File: src/rtl/vend_coin_sched.sv
// vend_coin_sched: round-robin two-slot coin front end for the 15c soda core.
// It also sequences the change as spaced single-nickel pulses. Optional counters: VEND_SCHED_STATS_EN.
module vend_coin_sched #(
  parameter int RESP_LAT = 1,
  parameter int PAY_GAP  = 2,
  parameter int CNT_W    = 16
) (
  input  logic       clk_i,
  input  logic       rst_i,
  input  logic       a_valid_i,
  input  logic [1:0] a_coin_i,
  output logic       a_ready_o,
  input  logic       b_valid_i,
  input  logic [1:0] b_coin_i,
  output logic       b_ready_o,
  output logic       core_nickle_o,
  output logic       core_dime_o,
  output logic       core_quarter_o,
  input  logic       core_soda_i,
  input  logic [2:0] core_change_i,
  output logic       vend_o,
  output logic       pay_nickel_o,
  output logic       reject_o,
  output logic       busy_o
`ifdef VEND_SCHED_STATS_EN
  ,
  output logic [CNT_W-1:0] coins_o,
  output logic [CNT_W-1:0] sodas_o,
  output logic [CNT_W-1:0] nickels_o
`endif
);

  // Wait counter holds RESP_LAT-1, gap counter holds PAY_GAP-2.
  localparam int LAT_W = (RESP_LAT > 1) ? $clog2(RESP_LAT) : 1;
  localparam int GAP_W = (PAY_GAP > 2) ? $clog2(PAY_GAP - 1) : 1;
  localparam logic [LAT_W-1:0] LAT_LOAD = LAT_W'(RESP_LAT - 1);
  localparam logic [GAP_W-1:0] GAP_LOAD = GAP_W'((PAY_GAP > 1) ? (PAY_GAP - 2) : 0);

  typedef enum logic [2:0] {
    S_IDLE   = 3'd0,
    S_ISSUE  = 3'd1,
    S_WAIT   = 3'd2,
    S_RESULT = 3'd3,
    S_PAY    = 3'd4,
    S_GAP    = 3'd5
  } state_e;

  function automatic logic [2:0] clamp_change(input logic [2:0] chg);
    if (chg > 3'd4) begin
      return 3'd4;
    end else begin
      return chg;
    end
  endfunction

  state_e           state_q, state_d;
  logic             rr_q, rr_d;
  logic [2:0]       pay_cnt_q, pay_cnt_d;
  logic [LAT_W-1:0] lat_cnt_q, lat_cnt_d;
  logic [GAP_W-1:0] gap_cnt_q, gap_cnt_d;
  logic             nickle_q, nickle_d;
  logic             dime_q, dime_d;
  logic             quarter_q, quarter_d;
  logic             vend_q, vend_d;
  logic             pay_q, pay_d;
  logic             rej_q, rej_d;
  logic             busy_q, busy_d;

  logic             grant_a_s, grant_b_s, acc_s;
  logic [1:0]       acc_coin_s;

  // Grant selection; rr_q (0=A, 1=B) breaks ties only when both slots request.
  always_comb begin
    grant_a_s = 1'b0;
    grant_b_s = 1'b0;
    if (state_q == S_IDLE) begin
      if (a_valid_i && b_valid_i) begin
        if (rr_q == 1'b0) begin
          grant_a_s = 1'b1;
        end else begin
          grant_b_s = 1'b1;
        end
      end else if (a_valid_i) begin
        grant_a_s = 1'b1;
      end else if (b_valid_i) begin
        grant_b_s = 1'b1;
      end else begin
        grant_a_s = 1'b0;
      end
    end else begin
      grant_a_s = 1'b0;
    end
  end

  assign acc_s      = grant_a_s | grant_b_s;
  assign acc_coin_s = grant_b_s ? b_coin_i : a_coin_i;
  assign a_ready_o  = grant_a_s;
  assign b_ready_o  = grant_b_s;

  // Next-state and next-output logic; every output is the registered image of its _d.
  always_comb begin
    state_d   = state_q;
    rr_d      = rr_q;
    pay_cnt_d = pay_cnt_q;
    lat_cnt_d = lat_cnt_q;
    gap_cnt_d = gap_cnt_q;
    nickle_d  = 1'b0;
    dime_d    = 1'b0;
    quarter_d = 1'b0;
    vend_d    = 1'b0;
    pay_d     = 1'b0;
    rej_d     = 1'b0;
    case (state_q)
      S_IDLE: begin
        if (a_valid_i && b_valid_i) begin
          rr_d = ~rr_q;
        end else begin
          rr_d = rr_q;
        end
        if (acc_s) begin
          case (acc_coin_s)
            2'b01:   begin nickle_d  = 1'b1; state_d = S_ISSUE; end
            2'b10:   begin dime_d    = 1'b1; state_d = S_ISSUE; end
            2'b11:   begin quarter_d = 1'b1; state_d = S_ISSUE; end
            default: begin rej_d     = 1'b1; state_d = S_IDLE;  end
          endcase
        end else begin
          state_d = S_IDLE;
        end
      end
      S_ISSUE: begin
        lat_cnt_d = LAT_LOAD;
        state_d   = S_WAIT;
      end
      S_WAIT: begin
        if (lat_cnt_q == {LAT_W{1'b0}}) begin
          vend_d    = core_soda_i;
          pay_cnt_d = clamp_change(core_change_i);
          state_d   = S_RESULT;
        end else begin
          lat_cnt_d = lat_cnt_q - LAT_W'(1);
        end
      end
      S_RESULT: begin
        if (pay_cnt_q == 3'd0) begin
          state_d = S_IDLE;
        end else begin
          pay_d   = 1'b1;
          state_d = S_PAY;
        end
      end
      S_PAY: begin
        pay_cnt_d = pay_cnt_q - 3'd1;
        if (pay_cnt_q == 3'd1) begin
          state_d = S_IDLE;
        end else if (PAY_GAP == 1) begin
          pay_d   = 1'b1;
          state_d = S_PAY;
        end else begin
          gap_cnt_d = GAP_LOAD;
          state_d   = S_GAP;
        end
      end
      S_GAP: begin
        if (gap_cnt_q == {GAP_W{1'b0}}) begin
          pay_d   = 1'b1;
          state_d = S_PAY;
        end else begin
          gap_cnt_d = gap_cnt_q - GAP_W'(1);
        end
      end
      default: begin
        state_d = S_IDLE;
      end
    endcase
    busy_d = (state_d != S_IDLE);
  end

  // State, counters and registered outputs; reset drops any pending coin or payout.
  always_ff @(posedge clk_i or negedge rst_i) begin
    if (!rst_i) begin
      state_q   <= S_IDLE;
      rr_q      <= 1'b0;
      pay_cnt_q <= 3'd0;
      lat_cnt_q <= {LAT_W{1'b0}};
      gap_cnt_q <= {GAP_W{1'b0}};
      nickle_q  <= 1'b0;
      dime_q    <= 1'b0;
      quarter_q <= 1'b0;
      vend_q    <= 1'b0;
      pay_q     <= 1'b0;
      rej_q     <= 1'b0;
      busy_q    <= 1'b0;
    end else begin
      state_q   <= state_d;
      rr_q      <= rr_d;
      pay_cnt_q <= pay_cnt_d;
      lat_cnt_q <= lat_cnt_d;
      gap_cnt_q <= gap_cnt_d;
      nickle_q  <= nickle_d;
      dime_q    <= dime_d;
      quarter_q <= quarter_d;
      vend_q    <= vend_d;
      pay_q     <= pay_d;
      rej_q     <= rej_d;
      busy_q    <= busy_d;
    end
  end

  assign core_nickle_o  = nickle_q;
  assign core_dime_o    = dime_q;
  assign core_quarter_o = quarter_q;
  assign vend_o         = vend_q;
  assign pay_nickel_o   = pay_q;
  assign reject_o       = rej_q;
  assign busy_o         = busy_q;

`ifdef VEND_SCHED_STATS_EN
  localparam logic [CNT_W-1:0] CNT_ONE = {{(CNT_W-1){1'b0}}, 1'b1};

  logic [CNT_W-1:0] coins_q, sodas_q, nickels_q;

  // Wrapping statistics counters, stepped together with the pulses they count.
  always_ff @(posedge clk_i or negedge rst_i) begin
    if (!rst_i) begin
      coins_q   <= {CNT_W{1'b0}};
      sodas_q   <= {CNT_W{1'b0}};
      nickels_q <= {CNT_W{1'b0}};
    end else begin
      if (nickle_d || dime_d || quarter_d) begin
        coins_q <= coins_q + CNT_ONE;
      end else begin
        coins_q <= coins_q;
      end
      if (vend_d) begin
        sodas_q <= sodas_q + CNT_ONE;
      end else begin
        sodas_q <= sodas_q;
      end
      if (pay_d) begin
        nickels_q <= nickels_q + CNT_ONE;
      end else begin
        nickels_q <= nickels_q;
      end
    end
  end

  assign coins_o   = coins_q;
  assign sodas_o   = sodas_q;
  assign nickels_o = nickels_q;
`endif

endmodule

File: config.mk
export PLATFORM = sky130hd
export DESIGN_NAME = vend_coin_sched
export DESIGN_NICKNAME = d
export VERILOG_FILES = /design/src/rtl/vend_coin_sched.sv
export SDC_FILE = /design/constraint.sdc
export NUM_CORES = 1
export LEC_CHECK = 0
export CORE_MARGIN = 2
export CORE_UTILIZATION = 47
export DETAILED_ROUTE_END_ITERATION = 8
export GPL_TIMING_DRIVEN = 0
export PLACE_DENSITY_LB_ADDON = 0.25
export SLEW_MARGIN = 25
export SYNTH_ARGS = -nofsm -noshare
export SYNTH_HDL_FRONTEND = slang
export SYNTH_SLANG_ARGS = --single-unit
File: constraint.sdc
create_clock -name clk_i -period 1.8 [get_ports clk_i]
set_clock_uncertainty 0.1 [all_clocks]
set_input_delay 0.18 -clock clk_i [delete_from_list [all_inputs] [get_ports clk_i]]
set_output_delay 0.18 -clock clk_i [all_outputs]
set_load 0.02 [all_outputs]
==> results.txt, run 1 <==
----------------------------------------------------
[Outcome]
  Run status ... completed

[Cells and area]
  Share of final-layout standard cells stronger than drive strength 1 ... 0.184
  Diodes inserted ... 0
  Signed area change from the synthesized netlist to the final layout ... 35.6%
  Fill cell instance count of the final layout ... 134
  Final nets ... 130

[Route]
  1st-pass router iterations ... 4
  Via/cell ratio ... 5.37
  Wire length reported by the detailed router ... 1.66 mm
  Number of design-rule violations left by the first detailed-router iteration ... 7
  Remaining design rule violation count ... 0
  Routed len/inst ... 12.6 um
  Vias post-DR ... 704
  Antenna viol nets, final ... 0

[Synthesis]
  Yosys Warn Count ... 0
  Leading cell types by count after synthesis ... sky130_fd_sc_hd__dfrtp_1 (14), sky130_fd_sc_hd__inv_1 (9), sky130_fd_sc_hd__nor2_1 (8), sky130_fd_sc_hd__o21ai_0 (7), sky130_fd_sc_hd__a21oi_1 (6)
  Unique cell type count in the Yosys netlist ... 30
  Share of synthesized registers carrying an async set or reset ... 1.00
  Share of Yosys cell area claimed by the top area cell type ... 0.423
  Number of synthesized flops with an enable pin ... 0
  Post-synthesis average cell area ... 9.74 sq um
  Most used flip-flop cell after synthesis ... sky130_fd_sc_hd__dfrtp_1
  Net count after synthesis ... 100
  Cell type with the highest aggregate area in the netlist ... sky130_fd_sc_hd__dfrtp_1
  Synth Instances ... 85
  Register bit count reported by yosys ... 14
  Post-synth design cell area ... 828 sq um
  Seq/Total Area, Yosys ... 0.423
  Most common cell in the synthesized netlist ... sky130_fd_sc_hd__dfrtp_1
  Largest cells by area after synthesis ... sky130_fd_sc_hd__dfrtp_1 (42%), sky130_fd_sc_hd__ha_1 (4.5%), sky130_fd_sc_hd__o21ai_0 (4.2%)

[Global route]
  Number of antenna violations at the first check in global routing ... 0
  Global route total overflow ... 0
  Largest net degree at the start of global routing ... 15
  Vias in the first global route ... 618
  First-pass GRT wire length ... 2.66 mm
  All-layer global routing usage ... 0.177

[Die]
  Top-level I/O count ... 21
  # rows ... 15
  Floorplan core area ... 0.00169 sq mm
  Die X-Extent ... 46.0 um
  Die area ... 0.00211 sq mm
  Die Y-Extent ... 46.0 um
  Initial core utilization ... 0.490

[Worst setup path]
  Reg-to-reg slack, setup ... 0.1 ns
  R2R Path End ... core_nickle_o
  Top fanout value on the critical path ... 10
  Launching element type of the critical path ... flop
  Arrival time of the worst setup path ... 1.82 ns
  Reg-to-reg startpoint ... state_q[2]
  CP endpoint kind ... flop
  Cells on worst reg2reg path ... 6
  Required time at the worst-slack endpoint ... 1.92 ns
  Worst setup path startpoint ... state_q[2]
  Critical path class ... reg -> reg
  Crit path to ... core_nickle_o

[Place]
  Final HPWL from detailed placement ... 1.18 mm
  Quantity of I/O buffers inserted on ports ... 20
  Final GP Congestion ... 0.830

[Timing]
  Aggregate negative setup slack ... 0 ns
  Post-route fraction of the period consumed by the critical path ... 0.947
  Number of failing hold endpoints at the final stage ... 0
  Maximum frequency from static timing analysis ... 587 MHz
  Time the final worst path needs with I/O delays and setup ... 1.70 ns
  Least-Margin Pin Slew ... 0.615 ns
  Final setup violation count ... 0
  Worst hold-check slack ... 0.178 ns
  Slew margin rel. ... 0.589
  Max Transition Viols Final ... 0

[Clock tree]
  Clock-pin slew of the registers on the worst-case setup and hold paths ... 0.09 ns
  Sink Count ... 14
  Number of CTS-inserted buffers ... 3
  Buffer depth of the longest clock path ... 2
  Root buffer cell ... sky130_fd_sc_hd__clkbuf_4
  Later-pin clock latency in the skew report ... 0.28 ns
  Count of hold buffers inserted by post-cts repair ... 0
  Number of H-tree levels ... 1
  Clock tree from TritonCTS ... done

[Run]
  Maximum capacitance violations ... 0

[Power]
  Pint ... 1050 uW
  Share of power burned in registers ... 0.293
  Worst IR drop on VDD ... 0.000916 V
  Clock group share of total power ... 0.129
  Sw frac ... 0.403
  Combinational cell fraction of total power ... 0.578
  Power, Total ... 1760 uW
  Pleak ... 0.000510 uW
  Power dissipated by switching net loads ... 710 uW
  Cell Pwr Density ... 1570 mW/mm^2

[Min path]
  Worst hold-check path type ... in -> async

----------------------------------------------------
## how the worst min path moves through the flow
stage | slack (ns) | cells past startpoint | start | end
2_1_floorplan | -0.22 | 0 | rst_i | busy_o
3_3_place_gp | 0.45 | 2 | state_q[2] | state_q[1]
3_5_place_dp | 0.45 | 2 | state_q[2] | state_q[1]
4_1_cts | 0.19 | 1 | rst_i | busy_o
5_1_grt | 0.25 | 1 | rst_i | reject_o
6_report | 0.18 | 1 | rst_i | busy_o
## stage by stage
step | std cells | worst slack [ns] | instance area, sq um | util
after global routing | 131 | -0.00378 | 1120 | 0.665
after global placement | 122 | -0.0840 | 1050 | 0.621
after detailed placement | 122 | -0.117 | 1050 | 0.621
after floorplan | 85 | 0.282 | 828 | -
after CTS | 129 | 0.00173 | 1100 | 0.654
final | 131 | 0.0961 | 1120 | 0.665
## cell usage in the layout (no fill, tap or decap), drive strengths merged
cell type,count
clkbuf,6
a21oi,6
nor3,4
o211a,1
nor3b,2
mux2i,3
xnor2,2
nor2,8
o2bb2ai,1
or3b,1
nor2b,2
o22ai,1
nand2,3
clkdlybuf4s50,18
nand3b,1
and4,1
o221a,1
nand2b,1
o221ai,1
buf,9
nand3,2
mux2,3
ha,3
a41oi,1
inv,9
dfrtp,14
a221oi,1
o211ai,1
o21ai,8
## power by group through the flow
| stage | sequential (uW) | clock, uW | combinational [uW] |
|---|---|---|---|
| after floorplan | 564 | 0 | 618 |
| after global placement | 519 | 0 | 905 |
| after detailed placement | 520 | 0 | 925 |
| after CTS | 514 | 239 | 969 |
| after global routing | 532 | 246 | 1130 |
| final | 517 | 228 | 1020 |
## flip-flops by register name, summed over array words and instances, names as in the netlist
register,count
rr_q,1
pay_cnt_q,3
pay_nickel_o,1
reject_o,1
core_nickle_o,1
vend_o,1
state_q,3
core_dime_o,1
busy_o,1
core_quarter_o,1
## timing repair
item	in CTS	in global routing
pin swaps	2	2
setup buffers	3	2
endpoints found under the setup margin	2	3
resized for setup	7	4
## area by class of cell
type | instances | area [sq um] | area share
multi-input cells | 58 | 422 | 0.375
flip-flops and latches | 14 | 350 | 0.312
repair buffers | 25 | 230 | 0.205
clock buffers | 4 | 36.3 | 0.0323
inverters | 9 | 33.8 | 0.0301
plain buffers | 4 | 30.0 | 0.0267
well taps | 17 | 21.3 | 0.0189
## logic make-up (layout without fill, tap and decap cells)
kind of cell               after synthesis  after routing  share of synthesized area
and+or+nand+nor                         25             25                      0.171
AOI/OAI and AO/OA                       22             22                      0.186
DFF                                     14             14                      0.423
buffers and inverters                   13             42                     0.0770
muxes                                    6              6                     0.0770
adders and majority gates                3              3                     0.0453
xor gates and xnor gates                 2              2                     0.0212
## critical path, cell delays in order (launching register included)
cell,delay [ns]
sky130_fd_sc_hd__dfrtp_1,0.38
sky130_fd_sc_hd__buf_6,0.14
sky130_fd_sc_hd__nor3_4,0.28
sky130_fd_sc_hd__o211ai_4,0.11
sky130_fd_sc_hd__buf_4,0.16
sky130_fd_sc_hd__or3b_1,0.36
sky130_fd_sc_hd__a21oi_2,0.11
## routing by layer
metal  up-vias  share of wire  global-route usage
met4         0         0.0091              0.0914
met3         2          0.029              0.0357
met1       334           0.50               0.252
li1        355              -                   -
met2        13           0.46               0.250
met5         -              0                   0
Power figures use the tool's default switching activity.
==> run 2: changes to the inputs <==
Settings changed: CAP_MARGIN set to 20, GPL_ROUTABILITY_DRIVEN set to 0.
==> results of run 2 <==
Final layout, timing and power as in run 1 (identical DEF).
==> run 3: changes to the inputs <==
Settings changed: CELL_PAD_IN_SITES_DETAIL_PLACEMENT set to 1, CELL_PAD_IN_SITES_GLOBAL_PLACEMENT set to 1, CORE_UTILIZATION 47 to 35.
==> run 3 against run 2 <==
Compared with the run above:
- wire length is 23% higher
- setup slack worse by 0.029 ns
- critical path depth stayed put
- largest cell class unchanged
==> results.txt, run 3 (synthesis results as in run 1) <==
----------------------------------------------------
[Worst setup path]
  Critical path class ... reg -> reg (unchanged)
  Top fanout value on the critical path ... 6 (was 10)
  Cells on worst reg2reg path ... 6 (unchanged)
  Worst path buffer plus inverter count ... 2 (unchanged)
  Path length in cells of the critical path ... 6 (unchanged)
  Cell family with the largest share of critical-path delay ... simple AND/OR/NAND/NOR gates (unchanged)
  Launching element type of the critical path ... flop (unchanged)
  Critical Path, Cell by Cell ... buf_6 > nor3_4 > o211ai_4 > buf_4 > or3b_1 > a21oi_2 (unchanged)
  Required time at the worst-slack endpoint ... 1.92 ns (about the same)
  Standard cell with the maximum stage delay on the critical path ... sky130_fd_sc_hd__dfrtp_1 (unchanged)
  CP endpoint kind ... flop (unchanged)
  Crit-path max cell delay ... 0.38 ns (about the same)
  Arrival time of the worst setup path ... 1.85 ns (was 1.82 ns)

[Timing]
  Least-Margin Pin Slew ... 0.637 ns (was 0.615 ns)
  Number of failing hold endpoints at the final stage ... 0 (unchanged)
  Slew margin rel. ... 0.574 (was 0.589)
  Time the final worst path needs with I/O delays and setup ... 1.73 ns (was 1.70 ns)
  Post-route fraction of the period consumed by the critical path ... 0.963 (was 0.947)
  Max Transition Viols Final ... 0 (unchanged)
  Final setup violation count ... 0 (unchanged)
  Setup repair after global routing missed its margin ... true
  Aggregate negative setup slack ... 0 ns (unchanged)
  Worst hold-check slack ... 0.173 ns (was 0.178 ns)
  Maximum frequency from static timing analysis ... 577 MHz (was 587 MHz)

[Route]
  Wire length reported by the detailed router ... 2.03 mm (was 1.66 mm)
  Routed len/inst ... 13.8 um (was 12.6 um)
  Number of design-rule violations left by the first detailed-router iteration ... 8 (was 7)
  Vias post-DR ... 748 (was 704)
  Remaining design rule violation count ... 0 (unchanged)
  1st-pass router iterations ... 2 (was 4)
  Via/cell ratio ... 5.09 (was 5.37)
  Antenna viol nets, final ... 0 (unchanged)

[Power]
  Cell Pwr Density ... 1580 mW/mm^2 (was 1570 mW/mm^2)
  Sw frac ... 0.408 (was 0.403)
  Power dissipated by switching net loads ... 758 uW (was 710 uW)
  Pleak ... 0.000535 uW (was 0.000510 uW)
  Combinational cell fraction of total power ... 0.591 (was 0.578)
  Pint ... 1100 uW (was 1050 uW)
  Worst IR drop on VDD ... 0.000936 V (was 0.000916 V)
  Share of power burned in registers ... 0.281 (was 0.293)
  Clock group share of total power ... 0.127 (was 0.129)

[Die]
  Floorplan core area ... 0.00223 sq mm (was 0.00169 sq mm)
  Die X-Extent ... 52.6 um (was 46.0 um)
  Die area ... 0.00277 sq mm (was 0.00211 sq mm)
  Initial core utilization ... 0.371 (was 0.490)
  Die Y-Extent ... 52.6 um (was 46.0 um)
  Top-level I/O count ... 21 (unchanged)
  # rows ... 17 (was 15)

[Cells and area]
  Largest registers in the final layout ... pay_cnt_q x3, state_q x3 (unchanged)
  Diodes inserted ... 0 (unchanged)
  Number of non-filler instances in the completed layout ... 147 (was 131)
  Signed area change from the synthesized netlist to the final layout ... 42.3% (was 35.6%)
  Highest-count cells in the layout ignoring fill and taps ... sky130_fd_sc_hd__clkdlybuf4s50_1 (18), sky130_fd_sc_hd__dfrtp_1 (14), sky130_fd_sc_hd__buf_4 (10) (was sky130_fd_sc_hd__clkdlybuf4s50_1 (18), sky130_fd_sc_hd__dfrtp_1 (14), sky130_fd_sc_hd__inv_1 (9))
  Area taken by flip-flops and latches ... 350 sq um (unchanged)
  Most common cell after layout, fill and taps aside ... sky130_fd_sc_hd__clkdlybuf4s50_1 (unchanged)
  Area of combinational cells with multiple inputs ... 422 sq um (unchanged)
  Share of final-layout standard cells stronger than drive strength 1 ... 0.218 (was 0.184)
  Fill cell instance count of the final layout ... 256 (was 134)
  Final nets ... 135 (was 130)

[Global route]
  All-layer global routing usage ... 0.164 (was 0.177)
  Vias in the first global route ... 775 (was 618)
  First-pass GRT wire length ... 3.31 mm (was 2.66 mm)
  Largest net degree at the start of global routing ... 15 (unchanged)
  Number of antenna violations at the first check in global routing ... 0 (unchanged)
  Global route total overflow ... 0 (unchanged)

[Place]
  Total placed cells including tap cells ... 133 (was 122)
  Quantity of I/O buffers inserted on ports ... 20 (unchanged)
  Final HPWL from detailed placement ... 1.45 mm (was 1.18 mm)

[Clock tree]
  Count of hold buffers inserted by post-cts repair ... 0 (unchanged)
  Number of H-tree levels ... 1 (unchanged)
  Buffer depth of the longest clock path ... 2 (unchanged)
  Later-pin clock latency in the skew report ... 0.29 ns (was 0.28 ns)
  Root buffer cell ... sky130_fd_sc_hd__clkbuf_4 (unchanged)
  Number of CTS-inserted buffers ... 3 (unchanged)
  Clock-pin slew of the registers on the worst-case setup and hold paths ... 0.09 ns (about the same)
  Clock tree from TritonCTS ... done (unchanged)
  Sink Count ... 14 (unchanged)

[Min path]
  Worst hold-check path type ... in -> async (unchanged)

[Outcome]
  Run status ... completed (unchanged)

[Run]
  Maximum capacitance violations ... 0 (unchanged)

----------------------------------------------------
## run 3: cell types whose count changed in the layout (fill, tap and decap cells not counted)
| cell | previous run | this run |
|---|---|---|
| sky130_fd_sc_hd__buf_6 | 2 | 3 |
| sky130_fd_sc_hd__buf_4 | 6 | 10 |
## run 3: per-stage QoR
| stage | cell area (sq um) | worst slack, ns | util | power (uW) |
|---|---|---|---|---|
| after floorplan | 828 | 0.282 | - | 1180 |
| final | 1180 | 0.0675 | 0.528 | 1860 |
| after global routing | 1180 | -0.0162 | 0.528 | 2000 |
| after global placement | 1060 | -0.107 | 0.476 | 1450 |
| after CTS | 1100 | 0.0152 | 0.495 | 1740 |
| after detailed placement | 1060 | -0.120 | 0.476 | 1490 |
## run 3: power by group through the flow
stage	Combinational, uW	Sequential, uW	Clock, uW
after detailed placement	961	525	0
after floorplan	618	564	0
after global routing	1220	537	246
after CTS	980	520	241
final	1100	522	237
after global placement	926	521	0
## run 3: layout make-up
class	instances	share of cell area
sequential	14	0.297
buffer	4	0.0255
tap	28	0.0297
inverter	9	0.0287
timing repair buffer	30	0.230
multi-input combinational	58	0.358
clock buffer	4	0.0308
## run 3: worst paths after layout
kind,start,to,slack [ns]
worst max-delay path,state_q[2],core_nickle_o,0.07
worst min-delay path,rst_i,core_dime_o,0.17
worst max register to register,state_q[2],core_nickle_o,0.07
worst min register to register,state_q[2],vend_o,0.46
max in group asynchronous,rst_i,reject_o,1.01
min in group clk_i,core_soda_i,vend_o,0.35
## run 3: repair_timing
item / CTS / global route
setup endpoints to repair: 2 / 4
hold endpoints to repair: 0 / 0
pin swaps: 2 / 3
gates resized for setup: 8 / 4
gates cloned: 0 / 0
setup buffers: 2 / 8
## run 3: metal layers
metal / vias up / routed length, um / global-route usage
met4: 0 / 10 / 0.0256
met5: - / 0 / 0
met2: 13 / 1040 / 0.294
met1: 366 / 903 / 0.193
li1: 366 / - / -
met3: 3 / 80 / 0.0514
==> edit: new RTL, flow settings as in run 2 <==
Set the parameter `RESP_LAT` to 2 (it was 1). Comments in the files are not updated.
--- a/src/rtl/vend_coin_sched.sv
+++ b/src/rtl/vend_coin_sched.sv
@@ -1,7 +1,7 @@
 // vend_coin_sched: round-robin two-slot coin front end for the 15c soda core.
 // It also sequences the change as spaced single-nickel pulses. Optional counters: VEND_SCHED_STATS_EN.
 module vend_coin_sched #(
-  parameter int RESP_LAT = 1,
+  parameter int RESP_LAT = 2,
   parameter int PAY_GAP  = 2,
   parameter int CNT_W    = 16
 ) (
Behaviour: not the same (a bounded check fails within 4 cycles, from zero or initial values and one cycle with rst_i low).
==> edit against run 2 <==
Sequential share of layout area grew 2.9 points. First-iteration DRC count grew 86%. Setup slack lost 0.060 ns. Sequential cell count grew 1. Critical path type is now flip-flop to output port. Cell area shrank 1.6%. Largest power group unchanged. Wire length shrank 10%. Critical path depth shrank 2. Area after synthesis shrank 0.45%. Combinational power shrank 9%. Global-route usage shrank 2.2 points. Utilization shrank 1.0 points. Critical endpoint is now a_ready_o. Power shrank 5.4%.
==> edit: results (changes against run 2) <==
metric;value;unit;change
grtUsageTotal;0.155;;-0.0223
dp_hpwl;1.07;mm;-9.2%
drive_above_1_share;0.173;;-0.0111
synth_edf_count;0;;unchanged
portBuffers;20;;unchanged
arrival;1.48;ns;-0.34 ns
p_leak;0.000505;uW;-1.0%
hold_class;input port to asynchronous set/reset pin;;
final_nets;120;;-7.7%
firstDrtPassIters;4;;unchanged
vias;631;;-10%
cts_buffer_depth;2;;unchanged
wl_per_cell;12.3;um;-2.7%
synth_async_sr_flop_share;1.00;;unchanged
synth_xor_area_frac;0.0212;;+0.0000963
antenna_found_initial;0;;unchanged
cp_max_fo;7;;-3
synthTopCellsByArea;dfrtp_1, ha_1, nand2_1;;
placed_area;1050;um^2;-0.36%
muxShareOfSynthArea;0.0243;;-0.0528
postSynthNetCount;92;;-8.0%
status;finished, final reports clean;;
grt_pass1_vias;559;;-9.5%
grt_pass1_wl;2.28;mm;-14%
synth_commonest_cells;dfrtp_1, nand2_1, inv_1, nor2_1;;
ys_seq_area_frac;0.455;;+0.0323
max_slew_margin;0.556;;-0.0325
synth_compound_area_frac;0.153;;-0.0325
ys.warnings.count;0;;unchanged
ir_drop;0.896;mV;-2.2%
yosys.area_share.adder;0.0455;;+0.000206
num_antenna_cells;0;;unchanged
synth.distinct_cells;32;;+6.7%
drt_iter0_markers;13;;+6
grt_max_degree;16;;+1
-- edit: changes by cell type after synthesis, sizes merged, moves of 2 or more --
| cell | change |
|---|---|
| a21oi | -4 |
| o21ai | -5 |
| nand2b | +3 |
| nor3 | -3 |
| nor3b | -2 |
| nor4b | +2 |
| inv | -2 |
| nand2 | +6 |
| and2 | +2 |
| mux2 | -3 |
-- edit: metal layers --
layer | GRT usage | share of wire | vias to the layer above
met2 | 0.272 | 0.53 | 13
met4 | 0.0971 | 0.0087 | 0
met3 | 0.0238 | 0.036 | 2
met1 | 0.171 | 0.43 | 300
met5 | 0 | 0 | -
li1 | - | - | 316
-- edit: critical path: stages, from the launching register on --
cell	delay, ns
dfrtp_2	0.49
nor4b_4	0.32
and2_1	0.17
buf_6	0.11
buf_6	0.11
-- edit: final timing paths --
check                                    startpoint               endpoint  slack (ns)  depth (start not counted)
hold / removal                                rst_i  lat_cnt_q$_DFFE_PN0P_        0.20                          1
setup reg to reg           pay_cnt_q[1]$_DFFE_PN0P_       busy_o$_DFF_PN0_        0.30                          6
hold reg to reg                    rr_q$_DFFE_PN0P_       rr_q$_DFFE_PN0P_        0.40                          1
setup / recovery               state_q[2]$_DFF_PN0_              a_ready_o        0.04                          4
max in group asynchronous                     rst_i   state_q[2]$_DFF_PN0_        0.94                          1
min in group clk_i                      core_soda_i       vend_o$_DFF_PN0_        0.35                          2
-- edit: cell families after synthesis --
| logic type | after synthesis |
|---|---|
| buf+inv | 10 |
| simple gates | 31 |
| flops | 15 |
| compound gates | 14 |
| mux | 2 |
| fa+ha+maj | 3 |
| xor+xnor | 2 |
-- edit: where the power goes --
group          total (uW)  switching [uW]  internal [uW]
Clock                 191             105           85.9
Combinational         927             439            487
Sequential            548            86.3            462
-- edit: cell type report --
class / instances / area [um^2]
Buffer: 3 / 37.5
Inverter: 7 / 26.3
Clock buffer: 4 / 26.3
Multi-Input combinational cell: 52 / 399
Sequential cell: 15 / 377
Timing Repair Buffer: 23 / 219
Fill cell: 134 / 583
Tap cell: 17 / 21.3
-- edit: per-stage QoR --
stage	util	hold WS, ns	cells	TNS (ns)	worst slack (ns)
2_1_floorplan	-	-0.216	77	0	0.356
4_1_cts	0.644	0.226	119	0	0.000325
3_5_place_dp	0.619	0.385	114	-0.386	-0.287
6_report	0.655	0.199	121	0	0.0361
5_1_grt	0.655	0.259	121	-0.0488	-0.0488
3_3_place_gp	0.619	0.374	114	-0.368	-0.288
-- edit: timing repair --
item	CTS	global route
setup buffers	1	2
setup endpoints to repair	2	2
hold buffers	0	0
pin swaps	1	2
gates resized for setup	10	4
